### config.mk
export PLATFORM = sky130hd
export DESIGN_NAME = ps2_rx_fifo
export DESIGN_NICKNAME = d
export VERILOG_FILES = /design/src/rtl/ps2_rx_fifo.sv
export SDC_FILE = /design/constraint.sdc
export NUM_CORES = 1
export LEC_CHECK = 0
export BUFFER_PORTS_ARGS = -buffer_cell sky130_fd_sc_hd__buf_2
export CORE_MARGIN = 1
export CORE_UTILIZATION = 50
export DETAILED_ROUTE_END_ITERATION = 6
export GPL_TIMING_DRIVEN = 0
export PLACE_DENSITY = 0.73
export SLEW_MARGIN = 20
export SYNTH_ARGS = -nofsm -noshare
export SYNTH_HDL_FRONTEND = slang
export SYNTH_SLANG_ARGS = --single-unit
### constraint.sdc
create_clock -name clk_i -period 5.4 [get_ports clk_i]
set_input_delay 0.54 -clock clk_i [delete_from_list [all_inputs] [get_ports clk_i]]
set_output_delay 0.54 -clock clk_i [all_outputs]
set_load 0.02 [all_outputs]
### src/rtl/ps2_rx_fifo.sv
`default_nettype none
// ============================================================================
//  Module   : ps2_rx_fifo
//  Purpose  : PS/2 keyboard receiver. Synchronises the raw PS/2 clock/data
//             lines, validates 11-bit frames (start, 8 data LSB-first, odd
//             parity, stop, inter-edge timeout) and buffers good bytes in a
//             small FIFO drained through a valid/ready handshake.
//  Ports    : clk_i        system clock (rising edge)
//             rst_i        asynchronous active-low reset
//             ps2_clk_i    raw PS/2 clock (asynchronous)
//             ps2_data_i   raw PS/2 data  (asynchronous)
//             data_o       FIFO head byte (0 while empty)
//             valid_o      FIFO not empty
//             ready_i      consumer accepts data_o when valid_o && ready_i
//             frame_err_o  one-cycle pulse on a rejected or aborted frame
//             overflow_o   sticky: a good byte was dropped (FIFO full)
//             fill_o       current FIFO occupancy
//  Option   : PS2_BREAK_FILTER_EN - when defined, 0xF0 and the byte after
//             it are discarded so only make codes reach the FIFO.
//  Revision : 1.0 - initial release
// ============================================================================
module ps2_rx_fifo #(
  parameter int SYNC_STAGES    = 2,
  parameter int FIFO_DEPTH     = 4,
  parameter int TIMEOUT_CYCLES = 2000
) (
  input  logic                            clk_i,
  input  logic                            rst_i,
  input  logic                            ps2_clk_i,
  input  logic                            ps2_data_i,
  output logic [7:0]                      data_o,
  output logic                            valid_o,
  input  logic                            ready_i,
  output logic                            frame_err_o,
  output logic                            overflow_o,
  output logic [$clog2(FIFO_DEPTH+1)-1:0] fill_o
);

  localparam int PW = $clog2(FIFO_DEPTH);
  localparam int CW = $clog2(FIFO_DEPTH + 1);
  localparam int TW = $clog2(TIMEOUT_CYCLES + 1);
  localparam logic [TW-1:0] c_tmo  = TW'(TIMEOUT_CYCLES);
  localparam logic [CW-1:0] c_full = CW'(FIFO_DEPTH);

  typedef enum logic [1:0] {S_IDLE, S_DATA, S_PARITY, S_STOP} state_t;

  // --------------------------------------------------------------------------
  // Synchronisers and falling-edge detect
  // --------------------------------------------------------------------------
  logic [SYNC_STAGES-1:0] r_clk_sync;
  logic [SYNC_STAGES-1:0] r_dat_sync;
  logic                   r_clk_prev;
  logic                   w_clk_s;
  logic                   w_dat;
  logic                   w_fall;

  always_ff @(posedge clk_i or negedge rst_i) begin
    if (!rst_i) begin
      r_clk_sync <= '1;
      r_dat_sync <= '1;
      r_clk_prev <= 1'b1;
    end else begin
      r_clk_sync <= {r_clk_sync[SYNC_STAGES-2:0], ps2_clk_i};
      r_dat_sync <= {r_dat_sync[SYNC_STAGES-2:0], ps2_data_i};
      r_clk_prev <= w_clk_s;
    end
  end

  assign w_clk_s = r_clk_sync[SYNC_STAGES-1];
  assign w_dat   = r_dat_sync[SYNC_STAGES-1];
  assign w_fall  = r_clk_prev & ~w_clk_s;

  // --------------------------------------------------------------------------
  // Frame FSM
  // --------------------------------------------------------------------------
  state_t          r_state;
  logic [2:0]      r_bitcnt;
  logic [TW-1:0]   r_tcnt;
  logic [7:0]      r_shift;
  logic            r_par;
  logic            r_push;
  logic            r_err;
`ifdef PS2_BREAK_FILTER_EN
  logic            r_brk;
`endif

  always_ff @(posedge clk_i or negedge rst_i) begin
    if (!rst_i) begin
      r_state  <= S_IDLE;
      r_bitcnt <= '0;
      r_tcnt   <= '0;
      r_shift  <= '0;
      r_par    <= 1'b0;
      r_push   <= 1'b0;
      r_err    <= 1'b0;
`ifdef PS2_BREAK_FILTER_EN
      r_brk    <= 1'b0;
`endif
    end else begin
      r_push <= 1'b0;
      r_err  <= 1'b0;

      if (r_state == S_IDLE || w_fall) begin
        r_tcnt <= '0;
      end else begin
        r_tcnt <= r_tcnt + 1'b1;
      end

      if (r_state != S_IDLE && !w_fall && r_tcnt == c_tmo) begin
        // Line went quiet mid-frame: abort and drop the partial byte.
        r_state <= S_IDLE;
        r_err   <= 1'b1;
`ifdef PS2_BREAK_FILTER_EN
        r_brk   <= 1'b0;
`endif
      end else if (w_fall) begin
        case (r_state)
          S_IDLE: begin
            // A high data bit at an edge is not a start bit; ignore it.
            if (!w_dat) begin
              r_state  <= S_DATA;
              r_bitcnt <= '0;
            end
          end
          S_DATA: begin
            r_shift <= {w_dat, r_shift[7:1]};
            if (r_bitcnt == 3'd7) begin
              r_state <= S_PARITY;
            end else begin
              r_bitcnt <= r_bitcnt + 3'd1;
            end
          end
          S_PARITY: begin
            r_par   <= w_dat;
            r_state <= S_STOP;
          end
          S_STOP: begin
            r_state <= S_IDLE;
            if (w_dat && (^{r_shift, r_par})) begin
`ifdef PS2_BREAK_FILTER_EN
              // 0xF0 arms a one-shot that swallows the released key's code.
              if (r_brk) begin
                r_brk <= 1'b0;
              end else if (r_shift == 8'hF0) begin
                r_brk <= 1'b1;
              end else begin
                r_push <= 1'b1;
              end
`else
              r_push <= 1'b1;
`endif
            end else begin
              r_err <= 1'b1;
`ifdef PS2_BREAK_FILTER_EN
              r_brk <= 1'b0;
`endif
            end
          end
          default: r_state <= S_IDLE;
        endcase
      end
    end
  end

  assign frame_err_o = r_err;

  // --------------------------------------------------------------------------
  // FIFO. r_shift is stable in IDLE, so it doubles as the write data the
  // cycle after the stop bit.
  // --------------------------------------------------------------------------
  logic [7:0]    r_mem [FIFO_DEPTH];
  logic [PW-1:0] r_rd;
  logic [PW-1:0] r_wr;
  logic [CW-1:0] r_cnt;
  logic          r_ovf;
  logic          w_pop;
  logic          w_full;
  logic          w_wr;

  assign valid_o = (r_cnt != '0);
  assign w_full  = (r_cnt == c_full);
  assign w_pop   = valid_o & ready_i;
  // A full FIFO still accepts a push when the head is leaving this cycle.
  assign w_wr    = r_push & (~w_full | w_pop);

  always_ff @(posedge clk_i) begin
    if (w_wr) begin
      r_mem[r_wr] <= r_shift;
    end
  end

  always_ff @(posedge clk_i or negedge rst_i) begin
    if (!rst_i) begin
      r_rd  <= '0;
      r_wr  <= '0;
      r_cnt <= '0;
      r_ovf <= 1'b0;
    end else begin
      if (w_wr)  r_wr <= r_wr + 1'b1;
      if (w_pop) r_rd <= r_rd + 1'b1;
      case ({w_wr, w_pop})
        2'b10:   r_cnt <= r_cnt + 1'b1;
        2'b01:   r_cnt <= r_cnt - 1'b1;
        default: r_cnt <= r_cnt;
      endcase
      if (r_push && !w_wr) begin
        r_ovf <= 1'b1;
      end
    end
  end

  assign data_o     = valid_o ? r_mem[r_rd] : 8'h00;
  assign overflow_o = r_ovf;
  assign fill_o     = r_cnt;

endmodule
`default_nettype wire
* After elaboration in Yosys (flattened, before gate mapping) *
Memory sizes are Yosys's and may differ from the RTL's.
Cells that the tools add are included.

storage, ports and cells
  register bits after elaboration = 40
  bits in writable memories = 32
  input port bits = 5
  output and inout port bits = 14
  logic and storage cells = 79
  memories kept = 1

cells by class
  $add $sub $neg = 6
  equality and inequality tests = 12
  multiplexer cells = 21
  bitwise gates (word level) = 7
  reductions and logical operators = 18

memory list
  memory  words  bits a word  rd ports  clocked after Yosys merged registers in  write ports  RTL line  RTL
  r_mem   4      8            1         0                                        1            171       logic [7:0] r_mem [FIFO_DEPTH];

operators with widths
  kind                   count
  $pmux 3 s2             2
  $add 11x1->11 const B  1
  $eq 11x11->1 const B   1
  $mux 11                1
  $mux 1                 10
  $reduce_and 3->1       3
  $reduce_xor 9->1       1
  $mux 2                 4
  $mux 8                 1
  $pmux 2 s4             1
  $reduce_bool 2->1      4
  $add 3x1->3 const B    2
  $eq 2x2->1 const B     3
  $eq 3x3->1 const B     2
  $mux 3                 2
  $reduce_and 5->1       1
  $add 2x1->2 const B    2
  $eq 2x1->1 const B     2
  $logic_and 1x1->1      4
  $ne 2x2->1 const B     2
  $and 1x1->1            3
  $ne 3x2->1 const B     1
  $ne 3x3->1 const B     1
  $not 1->1              3
  6 further kinds        7

* Logic depth before layout (Yosys ltp) *
Gate-level depths: netlist (run 1).

  word-level depth = 7
  gate-level depth with buffers = 9
  gate-level depth less buffers = 8

* Worst setup path after synthesis (run 1) *
OpenSTA, ideal clock, no wires.

  path type = register -> register
  from = reg r_cnt[1], in the netlist fill_o[1]
  to = reg r_cnt[1], in the netlist fill_o[1]
  library setup time = 0.065 ns
  arrival = 2.320 ns
  data required time = 5.335 ns
  setup slack = 3.014 ns
  cell stages (with the launch flop) = 9
  path buffers = 1
  period minus slack after synthesis = 2.386 ns
  cell sequence = dfrtp_1 > or3_1 > clkbuf_1 > nand2_1 > nor2_1 > fa_1 > o21ai_0 > a311oi_1 > o22a_1

between the ends
  cells in the longest elaborated chain, start to end = 6
  elaborated cells on any way between the ends = 12
  classes of those cells = 2 x add/sub; 3 x eq/ne; 1 x mux; 4 x bitwise; 2 x reduce/logical

RTL lines
  element                                          RTL line  RTL
  start, declared                                  174       logic [CW-1:0] r_cnt;
  start signal, assigned                           202       2'b10: r_cnt <= r_cnt + 1'b1;
  start signal, assigned                           203       2'b01: r_cnt <= r_cnt - 1'b1;
  start signal, assigned                           204       default: r_cnt <= r_cnt;
  $reduce_bool 3->1 *                              180       assign valid_o = (r_cnt != '0);
  net valid_o                                      32        output logic valid_o,
  $and 1x1->1 *                                    182       assign w_pop = valid_o & ready_i;
  $or 1x1->1                                       184       assign w_wr = r_push & (~w_full | w_pop);
  $and 1x1->1                                      184
  $eq 2x1->1 or $eq 2x2->1 (tied branches)         201       case ({w_wr, w_pop})
  $pmux 3 s2 or $reduce_bool 2->1 (tied branches)  n/a

Mark *: on every way through the listed nets, which the timed path passes. The rest lies on a longest branch.
A chain may end at the register's enable or synchronous reset.

* Worst setup path in the final report (run 1) *
  from = reg r_cnt[1], in the netlist fill_o[1]
  to = reg r_cnt[1], in the netlist fill_o[1]

between the ends
  cells in the longest elaborated chain, start to end = 6
  elaborated cells on any way between the ends = 12
  classes of those cells = 2 x add/sub; 3 x eq/ne; 1 x mux; 4 x bitwise; 2 x reduce/logical

RTL lines
  element                                          RTL line
  $reduce_bool 3->1 or $eq 3x3->1 (tied branches)  180, 181
  $and 1x1->1 or $not 1->1 (tied branches)         182, 184
  $or 1x1->1                                       184
  $and 1x1->1                                      184
  $eq 2x1->1 or $eq 2x2->1 (tied branches)         201
  $pmux 3 s2 or $reduce_bool 2->1 (tied branches)  n/a

Parallel ways exist; a longest one is shown, timed or not.

==> qor.csv, run 1 <==
stage;metric;value;unit
route;DRC viols;0;
critical_path;CP max FO;10;
pwr;sw frac;0.3331;
floorplan;Initial Util;0.5282;
sta;f_max;402.6;MHz
clock_tree;H-tree levels;3;
layout;# fillers;493;
sta;minimum clock period;2.484;ns
critical_path;CP Buf/Inv Count;1;
floorplan;die area;6689;µm²
yosys;register area share after synthesis;0.6183;
sta;slew at the pin closest to its max-slew limit;0.8648;ns
yosys;Top FF cell, synth;dfrtp_1;
pwr;power density over cell area;518.0;nW/µm²
layout;Final Cell Area;3578;µm²
clock_tree;Reg clk slew, reported paths;0.07;ns
sta;Fin. Hold Viols;0;
pwr;Worst VDD drop;0.2668;mV
sta;unrepaired setup endpoints after global routing;no;
sta;setup TNS;0;ns
place;RD Place Congestion;0.7045;
route;drt first pass iters;4;
floorplan;Die W;81.79;µm
run_status;status;completed;
critical_path;Crit Path Class;reg -> reg;
critical_path;reg-to-reg slack, setup;2.92;ns
pwr;Switching Power;0.0006174;W
place;Buffers on Ports;18;
clock_tree;Clock Sinks;72;
pwr;combinational share of power;0.339;
critical_path;CP delay by family, top;simple AND/OR/NAND/NOR gates;
pwr;P_int;0.001236;W
critical_path;startpoint types;flip-flop;
layout;Final nets;280;
grt;initial antenna violation count;0;
layout;sequential cell area;1968;µm²
floorplan;IO Pins;19;
clock_tree;clk_lat worst skew;0.33;ns
grt;grt ovf;0;
route;via/cell ratio;5.258;
clock_tree;Root Buffer Master;clkbuf_8;
critical_path;Req. time, crit path;5.68;ns
yosys;largest family of logic cells by synthesized area;simple AND/OR/NAND/NOR gates;
critical_path;slowest stage delay, CP;0.52;ns
floorplan;Core Region;6026;µm²
route;Post-Route WL;4.801;mm
job;max-capacitance violation count;0;
grt;largest net degree at the start of global routing;41;
place;HPWL after DPL;3.202;mm
sta;Final WS setup;2.916;ns
sta;Relative slew margins;0.4235;
layout;Multi-input gate area;1157;µm²
pwr;clock network power share;0.243;
clock_tree;clk buf depth;2;
pwr;P_leak;1.457;nW
yosys;syn_nets;251;
critical_path;worst path arrival time;2.76;ns
sta;Slew Limit Fails;0;
grt;global-route wire length before repair;8.045;mm
route;1st-iter DRT viols;120;
sta;final setup vio count;0;
sta;Worst Skew;0.006917;ns
clock_tree;CTS buffer count;9;
layout;Inserted Diodes;0;
yosys;Synth Area in Adders;0.05739;
yosys;synth unique cells;38;
grt;total track usage;0.1676;
pwr;Reg power frac;0.418;
route;via count;1793;
yosys;mux cell area share after synthesis;0.08844;
worst_hold_path;Hold Crit Class;in -> reg;
yosys;syn_area_per_cell;13.72;µm²
yosys;Synth Area in Simple Gates;0.1093;
layout;share of layout cells above drive strength 1;0.2105;
clock_tree;PostCTS Resize Cnt;0;
yosys;YS warnings;0;
route;Wirelength per Cell;14.08;µm
critical_path;worst-path cell with the longest stage delay;fa_1;
yosys;post-synthesis compound-gate area fraction;0.04953;
clock_tree;Hold-fix buffers, CTS;0;
place;Setup Slack @ Placement;2.952;ns
place;placed inst area;3367;µm²
floorplan;Die H;81.79;µm
critical_path;crit path cell chain;or3_1 -> clkbuf_1 -> nand2_1 -> nor2_1 -> fa_1 -> o21ai_0 -> a311oi_1 -> o22a_1;
yosys;Post-synth EDFFs;32;
floorplan;Rows;28;
critical_path;Critical Path Sink Type;flip-flop;
yosys;XOR/XNOR Fraction of Synth Area;0.05896;
yosys;Post-Synthesis Cells;232;
clock_tree;post-CTS setup buffers;0;
layout;Syn-to-layout area delta;12.42;%
clock_tree;CTS tree;done;
route;final antenna-violating net count;0;
sta;fin crit share;0.4600;
yosys;mapped cell area;3183;µm²
yosys;Async SR Flop Fraction;0.5556;
yosys;post-synthesis register bit count;72;
grt;vias in the first global route;1709;
## per-layer routing
metal	GRT usage	part of all wire
met5	0	0
met4	0.08421	0.021
met3	0.03667	0.027
met2	0.2727	0.49
met1	0.2110	0.46
## registers in the layout (all words and copies together), names as in the netlist
signal,count
fill_o,3
frame_err_o,1
overflow_o,1
r_bitcnt,3
r_clk_prev,1
r_clk_sync,2
r_dat_sync,2
r_mem,32
r_par,1
r_push,1
r_rd,2
r_shift,8
r_state,2
r_tcnt,11
r_wr,2
## cells by family (layout without fill, tap and decap cells)
kind of cell,count (synthesis),after routing
flip-flops,72,72
AND/OR/NAND/NOR,70,70
AO/OA/AOI/OAI,25,25
XOR/XNOR,19,19
multiplexers,17,17
buffers and inverters,15,49
adder cells (fa/ha/maj),14,14
## through the flow
| step | hold WS (ns) | total power, W | cells | utilization |
|---|---|---|---|---|
| 2_1_floorplan | 0.2444 | 0.001259 | 232 | - |
| 3_3_place_gp | 0.3454 | 0.001400 | 325 | 0.5588 |
| 3_5_place_dp | 0.3475 | 0.001423 | 325 | 0.5588 |
| 4_1_cts | 0.2849 | 0.001879 | 341 | 0.5939 |
| 5_1_grt | 0.2825 | 0.001992 | 341 | 0.5939 |
| 6_report | 0.2976 | 0.001854 | 341 | 0.5939 |
## power by group through the flow
stage / registers, W / clock network [W] / logic [W]
5_1_grt: 0.000794 / 0.000484 / 0.000714
3_5_place_dp: 0.000789 / 0 / 0.000634
4_1_cts: 0.000778 / 0.000461 / 0.000641
6_report: 0.000776 / 0.000450 / 0.000628
3_3_place_gp: 0.000781 / 0 / 0.000619
2_1_floorplan: 0.000776 / 0 / 0.000483
## synth_stat cells (6+ instances only)
cell,number,share of area
dfrtp_1,35,0.28
edfxtp_1,32,0.30
nand2_1,17,0.020
nor2_1,15,0.018
ha_1,13,0.051
and2_1,12,0.024
xnor2_1,11,0.030
o21ai_0,10,0.016
mux2_2,9,0.032
inv_1,8,0.0094
mux4_2,8,0.057
nand3_1,8,0.013
clkbuf_1,6,0.0071
xor2_1,6,0.017
## cells in the final DEF, fill, tap and decap left out, types with 8 or more instances in the layout
master | netlist | layout
nand2_1 | 17 | 17
edfxtp_1 | 32 | 32
o21ai_0 | 10 | 10
and2_1 | 12 | 12
clkbuf_8 | 0 | 9
inv_1 | 8 | 8
nand3_1 | 8 | 8
ha_1 | 13 | 13
mux2_2 | 9 | 9
dfrtp_1 | 35 | 35
nor2_1 | 15 | 15
mux4_2 | 8 | 8
xnor2_1 | 11 | 11
buf_2 | 1 | 19
## worst paths after layout
kind	from	depth (start not counted)	endpoint
max	fill_o[1]	8	fill_o[1]
min	ps2_clk_i	1	r_clk_sync[0]
max reg2reg	fill_o[1]	8	fill_o[1]
min reg2reg	r_clk_sync[0]	0	r_clk_sync[1]
max in group asynchronous	rst_i	1	r_shift[5]
min in group asynchronous	rst_i	1	r_tcnt[2]
## final cells by class
type,count,area share
buffer,7,0.007692
clock buffer,10,0.03566
clock inverter,6,0.02343
inverter,8,0.008392
multi-input combinational,145,0.3234
sequential,72,0.5500
tap,75,0.02622
timing repair buffer,18,0.02517
No activity file was read; power rests on OpenSTA's default activity.
==> run 2, diff against run 1 <==
ABC_AREA = 1   (was default)
PLACE_DENSITY = 0.72   (was 0.73)
clock period = 2.6 ns   (was 5.4 ns; I/O delays follow)
==> run 2 against run 1 <==
  * Global-route usage grew 1.3 points
  * Combinational power grew 120%
  * Largest cell class unchanged
  * Final area grew 3.2%
  * Largest power group unchanged
  * Critical endpoint is now data_o[2]
  * Cell count grew 30%
  * Highest routed layer unchanged
==> qor.csv, run 2 <==
stage;metric;value;unit
sta;final setup vio count;0;
sta;setup TNS;0;ns
clock_tree;PostCTS Resize Cnt;0;
critical_path;most used cell, CP;buf_2;
yosys;ranking of synthesized cells by area;edfxtp_1 (29%), dfrtp_1 (27%), nor2_1 (6.2%), nand2_1 (5.9%), ha_1 (5.0%);
grt;initial antenna violation count;0;
route;final antenna-violating net count;0;
layout;Syn-to-layout area delta;12.50;%
grt;grt ovf;0;
layout;share of layout cells above drive strength 1;0.1612;
place;placed inst area;3470;µm²
yosys;XOR/XNOR Fraction of Synth Area;0.01867;
layout;# fillers;563;
critical_path;reg-to-reg slack, setup;0.67;ns
yosys;post-synthesis register bit count;72;
sta;f_max;468.1;MHz
critical_path;r2r startpoint;fill_o[2];
sta;Final WS setup;0.4638;ns
clock_tree;clk_lat worst skew;0.34;ns
yosys;most frequent cells after synthesis;nor2_1 (54), nand2_1 (52), inv_1 (37);
worst_hold_path;Hold Crit Class;in -> async;
yosys;register area share after synthesis;0.5995;
route;Post-Route WL;5.486;mm
sta;Worst Skew;0.005489;ns
yosys;Top FF cell, synth;dfrtp_1;
route;via count;2220;
critical_path;slowest stage delay, CP;0.36;ns
layout;Final nets;380;
pwr;Worst VDD drop;0.5976;mV
layout;Inserted Diodes;0;
critical_path;Req. time, crit path;2.34;ns
critical_path;Critical Path Sink Type;output port;
layout;most frequent cells in the layout;nor2_1 (54), nand2_1 (52), inv_1 (37), dfrtp_1 (35), edfxtp_1 (32);
floorplan;IO Pins;19;
pwr;P_leak;1.647;nW
route;drt first pass iters;4;
place;Buffers on Ports;18;
place;RD Place Congestion;0.7667;
route;DRC viols;0;
layout;Most flops, register;r_mem;
floorplan;Die H;83.03;µm
yosys;mux cell area share after synthesis;0;
yosys;Synth Area in Adders;0.05564;
sta;Relative slew margins;0.4035;
sta;fin crit share;0.8216;
yosys;mapped cell area;3283;µm²
sta;Slew Limit Fails;0;
yosys;YS warnings;0;
sta;Fin. Hold Viols;0;
place;Setup Slack @ Placement;0.6259;ns
job;max-capacitance violation count;0;
yosys;top cell type's share of synthesized area;0.2927;
layout;flip-flop count of the largest register after layout;32;
floorplan;Rows;29;
clock_tree;post-CTS setup buffers;0;
grt;largest net degree at the start of global routing;41;
clock_tree;clk buf depth;2;
layout;largest registers;r_mem: 32 flops, r_tcnt: 11 flops, r_shift: 8 flops;
yosys;Async SR Flop Fraction;0.5556;
yosys;Synth area leader;edfxtp_1;
critical_path;Setup crit start;r_rd[0];
clock_tree;Clock Sinks;72;
sta;minimum clock period;2.136;ns
yosys;synth unique cells;32;
yosys;largest family of logic cells by synthesized area;simple AND/OR/NAND/NOR gates;
sta;unrepaired setup endpoints after global routing;no;
floorplan;die area;6894;µm²
critical_path;worst path arrival time;1.88;ns
grt;vias in the first global route;2141;
clock_tree;CTS buffer count;9;
layout;leading cell type in the layout, fill and taps excluded;nor2_1;
critical_path;startpoint types;flip-flop;
pwr;power density over cell area;1069;nW/µm²
yosys;syn_nets;349;
yosys;Post-synth EDFFs;32;
yosys;Post-Synthesis Cells;330;
clock_tree;CTS tree;done;
floorplan;Core Region;6350;µm²
route;1st-iter DRT viols;161;
sta;hold_ws;0.03847;ns
sta;slew at the pin closest to its max-slew limit;0.8947;ns
route;via/cell ratio;5.011;
critical_path;crit path cell chain;buf_2 -> inv_2 -> clkbuf_1 -> o21ai_0 -> a21oi_1 -> buf_2;
clock_tree;Root Buffer Master;clkbuf_8;
floorplan;Initial Util;0.5170;
place;HPWL after DPL;3.775;mm
yosys;post-synthesis compound-gate area fraction;0.08194;
layout;Final Cell Area;3694;µm²
yosys;syn_area_per_cell;9.949;µm²
run_status;status;completed;
route;Wirelength per Cell;12.38;µm
grt;global-route wire length before repair;9.673;mm
clock_tree;H-tree levels;3;
critical_path;CP max FO;10;
yosys;Synth Area in Simple Gates;0.1905;
grt;total track usage;0.1803;
critical_path;Crit Path Class;reg -> out;
yosys;most common cell in the netlist;nor2_1;
clock_tree;Reg clk slew, reported paths;0.07;ns
critical_path;worst-path cell with the longest stage delay;dfrtp_1;
floorplan;Die W;83.03;µm
## run 2: cell families after synthesis
family / Yosys count
and+or+nand+nor: 140
adders and majority gates: 14
buffers and inverters: 46
AOI/OAI and AO/OA: 51
DFF: 72
xor gates and xnor gates: 7
## run 2: metrics by stage
step	util	cells	total power (W)
floorplan	-	330	0.002660
global placement	0.5464	425	0.003008
detailed placement	0.5464	425	0.003071
CTS	0.5817	443	0.004001
global route	0.5817	443	0.004277
finish	0.5817	443	0.003950
## run 2: what timing repair did
| item | in CTS | in global routing |
|---|---|---|
| hold buffers | 2 | 0 |
| endpoints found under the setup margin | 0 | 0 |
| endpoints found under the hold margin | 2 | 0 |
## run 2: routing by layer
layer,track usage,vias up,part of all wire
li1,-,1129,-
met1,0.2264,1058,0.46
met2,0.2943,25,0.50
met3,0.05666,8,0.023
met4,0.06583,0,0.011
met5,0,-,0
## run 2: cell type report
| class | instances | area [µm²] | share of cell area |
|---|---|---|---|
| clock buffer | 11 | 131.4 | 0.03557 |
| multi-input combinational | 212 | 1139 | 0.3083 |
| sequential | 72 | 1968 | 0.5329 |
| tap | 77 | 96.34 | 0.02608 |
| clock inverter | 5 | 72.57 | 0.01965 |
| inverter | 41 | 153.9 | 0.04167 |
| buffer | 5 | 22.52 | 0.006098 |
| timing repair buffer | 20 | 110.1 | 0.02981 |
## run 2: final timing paths
path                                 end  cells past startpoint
max                            data_o[2]                      6
min                          r_bitcnt[1]                      1
max reg2reg                  r_mem[0][1]                      5
min reg2reg                r_clk_sync[1]                      0
max in group asynchronous      r_tcnt[4]                      1
min in group clk_i               r_rd[0]                      3
## run 2: power breakdown
| part | internal (W) | switching [W] |
|---|---|---|
| Sequential | 0.00142 | 0.000199 |
| Clock | 0.000533 | 0.000390 |
| Combinational | 0.000501 | 0.000901 |
| Total | 0.00246 | 0.00149 |
## run 2: worst max-delay path, delay by kind of cell, from the launching register on
family | cells | cell delay (ns)
buffers and inverters | 4 | 0.82
flip-flops | 1 | 0.36
AO/OA/AOI/OAI | 2 | 0.34
